## src/rtl/video_frame_buffer_pkg.sv

```systemverilog
// ============================================================================
// video_frame_buffer_pkg : shared digit geometry, FSM states and buffer type
// Rev 1.0
// ============================================================================
`default_nettype none

package video_frame_buffer_pkg;

    localparam int NUM_DIGITS = 8;
    localparam int DATA_W     = 8;
    localparam int ADDR_W     = $clog2(NUM_DIGITS);

    typedef enum logic [0:0] {
        IDLE  = 1'b0,
        CLEAR = 1'b1
    } fb_state_t;

    typedef logic [NUM_DIGITS-1:0][DATA_W-1:0] digit_array_t;

endpackage

`default_nettype wire

```

## src/rtl/video_frame_buffer_frame_tick_gen.sv

```systemverilog
// ============================================================================
// frame_tick_gen : one-cycle Frame_Tick every REFRESH_DIV clocks
// Rev 1.0
// ============================================================================
`default_nettype none

module frame_tick_gen #(
    parameter int REFRESH_DIV = 50000
) (
    input  logic Clock,
    input  logic Reset_n,
    output logic Frame_Tick
);

    localparam int                CNT_W    = $clog2(REFRESH_DIV);
    localparam logic [CNT_W-1:0]  LAST     = CNT_W'(REFRESH_DIV - 1);
    localparam logic [CNT_W-1:0]  PRE_LAST = CNT_W'(REFRESH_DIV - 2);

    logic [CNT_W-1:0] count;

    // The pulse is registered one count early so it lines up with count==LAST.
    always_ff @(posedge Clock or negedge Reset_n) begin
        if (!Reset_n) begin
            count      <= '0;
            Frame_Tick <= 1'b0;
        end else begin
            if (count == LAST) begin
                count <= '0;
            end else begin
                count <= count + 1'b1;
            end
            Frame_Tick <= (count == PRE_LAST);
        end
    end

endmodule

`default_nettype wire

```

## src/rtl/video_frame_buffer.sv

```systemverilog
// ============================================================================
// video_frame_buffer : double-buffered 8-digit display memory with clear engine
// Rev 1.0
// ============================================================================
`default_nettype none

module video_frame_buffer
    import video_frame_buffer_pkg::*;
#(
    parameter int REFRESH_DIV = 50000
) (
    input  logic              Clock,
    input  logic              Reset_n,
    input  logic              Write_Enable,
    input  logic [ADDR_W-1:0] Write_Address,
    input  logic [DATA_W-1:0] Write_Data,
    input  logic              Swap_Request,
    input  logic              Clear_Request,
    output logic              Busy,
    output logic              Swap_Pending,
    output logic              Frame_Tick,
    output logic [DATA_W-1:0] Video_Data0,
    output logic [DATA_W-1:0] Video_Data1,
    output logic [DATA_W-1:0] Video_Data2,
    output logic [DATA_W-1:0] Video_Data3,
    output logic [DATA_W-1:0] Video_Data4,
    output logic [DATA_W-1:0] Video_Data5,
    output logic [DATA_W-1:0] Video_Data6,
    output logic [DATA_W-1:0] Video_Data7
);

    localparam logic [ADDR_W-1:0] LAST_IDX = ADDR_W'(NUM_DIGITS - 1);

    fb_state_t         state;
    logic [ADDR_W-1:0] clr_idx;
    digit_array_t      back_buf;
    digit_array_t      front_buf;
    logic              frame_tick;
    logic              do_swap;

    frame_tick_gen #(
        .REFRESH_DIV (REFRESH_DIV)
    ) u_frame_tick_gen (
        .Clock      (Clock),
        .Reset_n    (Reset_n),
        .Frame_Tick (frame_tick)
    );

    assign Frame_Tick = frame_tick;
    assign do_swap    = frame_tick && Swap_Pending && (state == IDLE);

    always_ff @(posedge Clock or negedge Reset_n) begin
        if (!Reset_n) begin
            state        <= IDLE;
            clr_idx      <= '0;
            back_buf     <= '0;
            front_buf    <= '0;
            Busy         <= 1'b0;
            Swap_Pending <= 1'b0;
        end else begin
            case (state)
                IDLE: begin
                    // A clear request takes priority over a same-cycle write.
                    if (Clear_Request) begin
                        state   <= CLEAR;
                        clr_idx <= '0;
                        Busy    <= 1'b1;
                    end else if (Write_Enable) begin
                        back_buf[Write_Address] <= Write_Data;
                    end
                end
                CLEAR: begin
                    back_buf[clr_idx] <= '0;
                    clr_idx           <= clr_idx + 1'b1;
                    if (clr_idx == LAST_IDX) begin
                        state <= IDLE;
                        Busy  <= 1'b0;
                    end
                end
                default: begin
                    state <= IDLE;
                    Busy  <= 1'b0;
                end
            endcase

            // Copy uses the pre-edge back buffer, so a same-edge write lands only in back.
            if (do_swap) begin
                front_buf <= back_buf;
            end

            if (do_swap) begin
                Swap_Pending <= 1'b0;
            end else if (Swap_Request) begin
                Swap_Pending <= 1'b1;
            end
        end
    end

    assign Video_Data0 = front_buf[0];
    assign Video_Data1 = front_buf[1];
    assign Video_Data2 = front_buf[2];
    assign Video_Data3 = front_buf[3];
    assign Video_Data4 = front_buf[4];
    assign Video_Data5 = front_buf[5];
    assign Video_Data6 = front_buf[6];
    assign Video_Data7 = front_buf[7];

endmodule

`default_nettype wire

```

## config.mk

```make
export PLATFORM = sky130hd
export DESIGN_NAME = video_frame_buffer
export DESIGN_NICKNAME = d
export VERILOG_FILES = /design/src/rtl/video_frame_buffer_pkg.sv /design/src/rtl/video_frame_buffer_frame_tick_gen.sv /design/src/rtl/video_frame_buffer.sv
export SDC_FILE = /design/constraint.sdc
export NUM_CORES = 1
export LEC_CHECK = 0
export BUFFER_PORTS_ARGS = -buffer_cell sky130_fd_sc_hd__buf_2
export CAP_MARGIN = 0
export CORE_MARGIN = 2
export CORE_UTILIZATION = 60
export CTS_CLUSTER_DIAMETER = 200
export DETAILED_ROUTE_END_ITERATION = 10
export GPL_TIMING_DRIVEN = 0
export PLACE_DENSITY = 0.91
export SLEW_MARGIN = 30
export SYNTH_ARGS = -nofsm -noshare
export SYNTH_HDL_FRONTEND = slang
export SYNTH_SLANG_ARGS = --single-unit
```

## constraint.sdc

```tcl
create_clock -name Clock -period 3.5 [get_ports Clock]
set_input_delay 0.525 -clock Clock [delete_from_list [all_inputs] [get_ports Clock]]
set_output_delay 0.525 -clock Clock [all_outputs]
set_load 0.01 [all_outputs]
```

==> impl_metrics.yaml, run 1 <==
routing:
  drtIter0Drc: 325
  ant_nets: 0
  routed_via_density: 5.96
  drt_wl_total_um: 14000
  first_pass_iters: 7
  via_count: 4357
  drc: 0
  wire_per_inst_um: 19.2
power_and_ir_drop:
  clkPwrFrac_pct: 43.1
  seqPwrFrac_pct: 46.1
  power_density_nw_per_um2: 628
  power_switching_mw: 1.20
  combPwrFrac_pct: 10.8
  ir_drop_mv: 0.324
  switching_share_pct: 26.5
  p_leak_nw: 3.69
  p_int_mw: 3.33
clock_tree:
  h-tree-depth: 4
  insertion_delay_ns: 0.54
  clock_sinks: 151
  clockBufferDepth: 2
  cts_tree: "yes"
  cts_resized: 0
  root_buffer: "clkbuf_8"
  cts_inserted_buffers: 17
  clkTransAtPathRegs_ns: 0.06
cells_and_area:
  multi_input_area_um2: 2020
  most-common-layout-cells: "dfrtp_1 (151), buf_2 (91), mux2_2 (64), nand3_1 (59), o21ai_0 (56)"
  drive_above_1_share_pct: 33.6
  nNetsFinal: 606
  fin_cells: 731
  n_fill_cell: 564
  seq_area_um2: 3780
  syn_to_final_growth_pct: 21.1
  final_common_cell: "dfrtp_1"
  diodes: 0
  fin_area_um2: 7210
sta:
  rsz0062_at_grt: "false"
  fin_hold_ws_ns: 0.188
  tightestPinTransition_ns: 0.482
  worst_slack_ns: 1.80
  final-setup-viol-count: 0
  relSlewSlack_pct: 67.4
  slew_viol_final: 0
  fin_setup_tns_ns: 0
  period_share_pct: 48.6
  finClkSkew_ns: 0.00761
  finalHoldViolations: 0
  fin_crit_ns: 1.70
  max_freq_mhz: 588
logic_synthesis:
  avgSynthCellArea_um2: 12.4
  synthArstFlopShare_pct: 100
  synth_nets: 503
  syn_area_um2: 5950
  synth_edf_count: 0
  yosysSeqAreaShare_pct: 63.5
  yosys_register_bits: 151
  synthCells: 482
  synthFlopType: "dfrtp_1"
  yosysWarnings: 0
  ys_types: 39
outcome:
  outcome: "finished, final reports clean"
floorplanning:
  initial_utilization_pct: 61.5
  die_y_um: 104
  std_cell_rows: 36
  die_w_um: 104
  core_um2: 9680
  die_area_um2: 10700
  num_io_pins: 83
grt:
  grt.total_usage_pct: 27.9
  grt_pass1_wl_um: 23000
  grt_max_degree: 95
  grt_pass1_vias: 4460
  antenna_found_initial: 0
  overflow: 0
placement:
  placedCellCount: 698
  dp_hpwl_um: 9110
  place_ws_ns: 1.58
  gp_congestion: 0.822
  portBuffers: 82
  place_area_um2: 6570
worst_hold_path:
  hp-class: "input port to flop"
  min_from: "Swap_Request"
critical_path:
  end_kind: "flop"
  crit_type: "flop to flop"
  critPathLaunchType: "flop"
  cp.required_ns: 3.92
  crit_arrival_ns: 2.12
  critPathMaxFanout: 10
  worstSetupStartpoint: "state"
  timing.rr.start: "state"
run:
  max_cap_violations: 0
## power by group through the flow
stage / Combinational, mW / Clock, mW / Sequential, mW
final: 0.489 / 1.95 / 2.09
after global routing: 0.541 / 2.06 / 2.10
after CTS: 0.480 / 1.96 / 2.08
after detailed placement: 0.455 / 0 / 2.10
after global placement: 0.412 / 0 / 2.09
after floorplan: 0.297 / 0 / 2.05
## metal layers
layer	part of all wire, %	GRT usage [%]
met1	39	34.6
met2	50	45.0
met3	7.8	8.62
met4	3.7	13.3
met5	0	0
## Yosys cell counts (2+ instances only)
master	number	area, µm²
buf_2	10	50.1
nor2_1	15	56.3
a22o_1	2	17.5
nor4_2	2	25.0
inv_1	12	45.0
mux2_2	64	721
nor4b_1	3	26.3
dfrtp_1	151	3780
nand4_1	5	31.3
xor2_1	3	26.3
ha_1	5	62.6
nor3_1	2	10.0
nand2_1	45	169
nand3_1	59	295
buf_4	5	37.5
a31oi_1	2	12.5
xnor2_1	9	78.8
nor2b_1	4	25.0
o21ai_0	56	280
o21ai_1	9	45.0
## final timing paths
kind                            slack (ns)             end  depth (start not counted)
worst max-delay path                  1.80  Video_Data0[1]                          4
worst min-delay path                  0.19    Swap_Pending                          2
worst max register to register        1.80  Video_Data0[1]                          4
worst min register to register        0.50  Video_Data6[2]                          1
max in group asynchronous             2.20           state                          3
min in group asynchronous             0.51  Video_Data2[4]                          2
## flip-flops by register name, summed over array words and instances, names as in the netlist, 8 cells and up
| signal | cells |
|---|---|
| Video_Data6 | 8 |
| Video_Data0 | 8 |
| Video_Data5 | 8 |
| Video_Data7 | 8 |
| Video_Data2 | 8 |
| Video_Data4 | 8 |
| u_frame_tick_gen.count | 16 |
| Video_Data3 | 8 |
| back_buf | 64 |
| Video_Data1 | 8 |
## kinds of logic after synthesis
family	count (synthesis)	synth area share, %
AO/OA/AOI/OAI	73	6.41
buffers and inverters	30	2.56
flip-flops	151	63.5
XOR/XNOR	12	1.77
multiplexers	64	12.1
adder cells (fa/ha/maj)	5	1.05
AND/OR/NAND/NOR	147	12.6
## critical path, cell delays in order (launching register included)
cell	delay [ns]
dfrtp_1	0.48
nand3b_1	0.18
buf_2	0.29
buf_4	0.26
mux2_2	0.36
## metrics by stage
| stage | power (mW) | util, % |
|---|---|---|
| after floorplan | 2.35 | - |
| after global placement | 2.50 | 67.4 |
| after detailed placement | 2.56 | 67.8 |
| after CTS | 4.52 | 74.5 |
| after global routing | 4.70 | 74.5 |
| final | 4.53 | 74.5 |
## cell type report
type                       count  share of cell area (%)
buffer                        18                    1.49
clock buffer                  19                    5.98
clock inverter                13                    2.81
inverter                      12                   0.624
multi-input combinational    301                    28.0
sequential                   151                    52.4
tap                          133                    2.31
timing repair buffer          84                    6.35
## timing repair
item	4_1_cts	5_1_grt
setup buffers	0	0
hold buffers	1	0
hold endpoints to repair	57	0
Note: power is estimated with default switching activity, not from simulation.
==> run 2: changes to the inputs <==
CORE_UTILIZATION = 51   (was 60)
PLACE_DENSITY = 0.83   (was 0.91)
clock period = 1.56 ns   (was 3.5 ns; I/O delays follow)
==> run 2 against run 1 <==
Setup slack got worse by 1.8 ns; combinational power increased by 140%; cell count increased by 1.5%; first-iteration DRC count increased by 9.8%; via count decreased by 1.4%; clock skew decreased by 0.0021 ns; sequential power increased by 130%; critical path depth increased by 1; routed wire length increased by 1.1%; die area increased by 17%; critical path type unchanged; largest power group unchanged; highest routed layer unchanged.
==> impl_metrics.yaml, run 2 (synthesis gave the netlist of run 1 again) <==
outcome:
  outcome: "finished, final reports clean"
routing:
  drtIter0Drc: 357
  drc: 0
  wire_per_inst_um: 19.1
  via_count: 4298
  ant_nets: 0
  routed_via_density: 5.79
  drt_wl_total_um: 14200
  first_pass_iters: 5
floorplanning:
  core_um2: 11400
  std_cell_rows: 39
  num_io_pins: 83
  initial_utilization_pct: 52.1
  die_w_um: 112
  die_area_um2: 12600
  die_y_um: 112
critical_path:
  critPathMaxFanout: 10
  end_kind: "flop"
  critPathLaunchType: "flop"
  crit_arrival_ns: 1.85
  cp.required_ns: 1.88
  crit_type: "flop to flop"
clock_tree:
  h-tree-depth: 4
  clkTransAtPathRegs_ns: 0.06
  root_buffer: "clkbuf_16"
  clockBufferDepth: 2
  cts_inserted_buffers: 17
  clock_sinks: 151
  insertion_delay_ns: 0.42
  cts_tree: "yes"
sta:
  finalHoldViolations: 0
  max_freq_mhz: 656
  slew_viol_final: 0
  period_share_pct: 97.8
  fin_crit_ns: 1.53
  final-setup-viol-count: 0
  finClkSkew_ns: 0.00547
  fin_hold_ws_ns: 0.0651
  fin_setup_tns_ns: 0
  tightestPinTransition_ns: 0.582
  relSlewSlack_pct: 61.2
power_and_ir_drop:
  power_density_nw_per_um2: 1410
  p_leak_nw: 3.74
  ir_drop_mv: 0.760
grt:
  grt_most_used_layer: "met2"
  grt_pass1_wl_um: 22600
  grt_pass1_vias: 4304
  globalRouteMet3Util_pct: 7.45
  overflow: 0
  grt_max_degree: 80
  gr-usage-met1_pct: 30.0
  grt.total_usage_pct: 23.6
  grt_use_met2_pct: 38.7
  antenna_found_initial: 0
placement:
  gp_congestion: 0.807
  portBuffers: 82
  dp_hpwl_um: 9110
cells_and_area:
  final_common_cell: "dfrtp_1"
  drive_above_1_share_pct: 35.2
  largest-register: "back_buf"
  nNetsFinal: 608
  largest_reg_flops: 64
  largestRegisters: "back_buf x64, u_frame_tick_gen.count x16"
  syn_to_final_growth_pct: 23.0
  most-common-layout-cells: "dfrtp_1 (149), buf_2 (90), mux2_2 (64), o21ai_0 (56), nand3_1 (55)"
  diodes: 0
run:
  max_cap_violations: 0
worst_hold_path:
  hp-class: "input port to flop"
-- run 2: path summary, 6_finish.rpt --
| check | startpoint | endpoint | slack, ns | cells past startpoint |
|---|---|---|---|---|
| worst max-delay path | state | back_buf[48] | 0.03 | 5 |
| max in group asynchronous | Reset_n | u_frame_tick_gen.count[0] | 0.40 | 3 |
| min in group asynchronous | Reset_n | back_buf[20] | 0.38 | 2 |
| worst min register to register | Video_Data3[5] | Video_Data3[5] | 0.50 | 1 |
| worst min-delay path | Swap_Request | Swap_Pending | 0.07 | 2 |
| worst max register to register | state | back_buf[48] | 0.03 | 5 |
-- run 2: critical path: stages (launching register included) --
cell     delay, ns
dfrtp_2       0.48
buf_2         0.23
nor3_4        0.27
buf_2         0.25
nand2_1       0.09
o21ai_0       0.11
-- run 2: stage by stage --
| stage | utilization [%] | instance area [µm²] | cells | worst slack, ns | power (mW) |
|---|---|---|---|---|---|
| 2_1_floorplan | - | 5950 | 482 | 0.178 | 5.27 |
| 3_3_place_gp | 57.3 | 6540 | 707 | -1.68 | 5.62 |
| 3_5_place_dp | 57.6 | 6580 | 708 | -0.0614 | 5.74 |
| 4_1_cts | 63.4 | 7240 | 740 | 0.000693 | 10.2 |
| 5_1_grt | 64.1 | 7320 | 742 | -0.0522 | 10.7 |
| 6_report | 64.1 | 7320 | 742 | 0.0347 | 10.3 |
-- run 2: report_power, final --
| part | internal [mW] | leakage, nW | switching [mW] | total [mW] |
|---|---|---|---|---|
| combinational | 0.396 | 1.37 | 0.788 | 1.18 |
| sequential | 4.34 | 2.07 | 0.381 | 4.72 |
| clock | 2.91 | 0.303 | 1.52 | 4.43 |
| total | 7.64 | 3.74 | 2.69 | 10.3 |
-- run 2: area by class of cell --
class	count	area [µm²]
sequential	151	3780
fill	828	4100
multi-input combinational	301	2080
inverter	12	45.0
timing repair buffer	86	473
tap	143	179
buffer	18	125
clock buffer	23	468
clock inverter	8	170
-- run 2: repair_timing --
item / in CTS / in global routing
endpoints found under the hold margin: 78 / 0
resized for setup: 4 / 18
setup endpoints to repair: 69 / 103
pin swaps: 0 / 1
hold buffers: 1 / 0
buffers inserted: 0 / 2
-- run 2: layer usage --
| metal | up-vias | share of wire (%) |
|---|---|---|
| li1 | 1913 | - |
| met4 | 0 | 2.0 |
| met3 | 28 | 7.5 |
| met2 | 190 | 50 |
| met1 | 2167 | 40 |
| met5 | - | 0 |
==> run 3: changes to the inputs <==
BUFFER_PORTS_ARGS = unset   (was -buffer_cell sky130_fd_sc_hd__buf_2)
CORE_UTILIZATION = 56   (was 51)
DONT_BUFFER_PORTS = 1   (was unset)
PLACE_DENSITY = 0.82   (was 0.83)
==> run 3 against run 2 <==
The run now ends with hold timing left; sequential share of layout area rose by 2.8 points; flip-flop and latch count unchanged; clock-buffer cell count down 6; power is 4.6% lower; combinational power fell by 17%; fmax increased by 1.8%; utilization grew 3.1 points; cell count decreased by 10%; global-route usage is 0.87 points higher; non-clock buffer count fell by 71; die area shrank 8.6%.
==> impl_metrics.yaml, run 3 (synthesis gave the netlist of run 1 again) <==
sta:
  finalHoldViolations: 151
  final-setup-viol-count: 0
  tightestPinTransition_ns: 0.431
  period_share_pct: 96.1
  max_freq_mhz: 667
  fin_hold_ws_ns: -0.610
  finClkSkew_ns: 0.00818
  slew_viol_final: 0
  rsz0062_at_grt: "true"
  fin_crit_ns: 1.50
  relSlewSlack_pct: 70.9
outcome:
  failed_checks: "hold timing"
  outcome: "finished with violations"
routing:
  ant_nets: 0
  via_count: 3969
  drc: 0
  wire_per_inst_um: 20.0
  wl_met3_um: 1090
  wl_met1_um: 5120
  drt_wl_total_um: 13300
  first_pass_iters: 6
  wl_met2_um: 6840
  routed_via_density: 5.97
  maxUsedRoutingLayer: "met4"
  drtIter0Drc: 307
critical_path:
  crit_type: "flop to flop"
  critPathLaunchType: "flop"
  critPathMaxFanout: 10
  cp.required_ns: 1.97
  end_kind: "flop"
  crit_arrival_ns: 1.91
run:
  max_cap_violations: 0
clock_tree:
  root_buffer: "clkbuf_8"
  insertion_delay_ns: 0.53
  cts_inserted_buffers: 17
  cts_tree: "yes"
  h-tree-depth: 4
  clockBufferDepth: 2
  clock_sinks: 151
  clkTransAtPathRegs_ns: 0.07
  cts_hold_buf: 11
grt:
  antenna_found_initial: 0
  grt_pass1_vias: 4124
  overflow: 0
  grt.total_usage_pct: 24.4
  grt_max_degree: 152
  grt_pass1_wl_um: 21300
cells_and_area:
  largest_reg_flops: 64
  largestRegisters: "back_buf x64, u_frame_tick_gen.count x16"
  largest-register: "back_buf"
  nNetsFinal: 537
  final_common_cell: "dfrtp_1"
  fin_area_um2: 6940
  most-common-layout-cells: "dfrtp_1 (149), mux2_2 (64), o21ai_0 (56), nand3_1 (55), nand2_1 (43)"
  syn_to_final_growth_pct: 16.6
  drive_above_1_share_pct: 25.9
  diodes: 0
placement:
  dp_hpwl_um: 8500
  gp_congestion: 0.833
  portBuffers: 0
  place_area_um2: 6120
floorplanning:
  die_area_um2: 11500
  die_y_um: 107
  std_cell_rows: 37
  num_io_pins: 83
  core_um2: 10300
  initial_utilization_pct: 57.7
  die_w_um: 107
power_and_ir_drop:
  ir_drop_mv: 0.812
  power_density_nw_per_um2: 1420
  finalPower_mw: 9.86
  p_leak_nw: 3.33
worst_hold_path:
  hp-class: "input port to asynchronous set/reset pin"
==> run 3: area by class of cell <==
| type | count | area (µm²) |
|---|---|---|
| flip-flops and latches | 151 | 3780 |
| repair buffers | 15 | 140 |
| plain buffers | 18 | 113 |
| well taps | 136 | 170 |
| fillers | 713 | 3380 |
| inverters | 12 | 45.0 |
| clock buffers | 17 | 414 |
| clock inverters | 15 | 190 |
| multi-input cells | 301 | 2090 |
==> run 3: final timing paths <==
check | to | depth (start not counted) | startpoint | slack, ns
setup / recovery | Video_Data1[5] | 4 | Swap_Pending | 0.06
hold / removal | Video_Data2[2] | 0 | Reset_n | -0.61
setup reg to reg | Video_Data1[5] | 4 | Swap_Pending | 0.06
hold reg to reg | u_frame_tick_gen.count[0] | 1 | u_frame_tick_gen.count[0] | 0.50
max in group asynchronous | state | 0 | Reset_n | 1.96
min in group Clock | back_buf[47] | 2 | Write_Data[7] | 0.04
==> run 3: per-layer routing <==
layer / global-route usage [%] / vias up
met5: 0 / -
met4: 9.37 / 0
met3: 7.05 / 27
met2: 41.4 / 146
met1: 29.6 / 2032
li1: - / 1764
==> run 3: worst max-delay path: stages, from the launching register on <==
cell	delay, ns
dfrtp_1	0.46
nand3b_1	0.13
buf_4	0.21
buf_4	0.23
mux2_2	0.36
==> run 3: metrics by stage <==
step	instances	setup TNS, ns	util, %	setup slack (ns)
finish	665	0	67.3	0.0613
global route	665	-0.0210	67.3	-0.0210
CTS	661	0	66.4	0.00821
detailed placement	618	-2.95	59.3	-0.0787
floorplan	482	0	-	0.178
global placement	618	-1.05	59.3	-0.0366
==> run 3: timing repair <==
item,CTS,global route
buffers inserted,0,4
gates resized for setup,4,15
hold endpoints to repair,173,151
setup endpoints to repair,64,70
pin swaps,0,3
==> run 3: power by group <==
part	switching, mW	internal [mW]
clock network	1.70	2.47
logic	0.628	0.357
registers	0.360	4.33
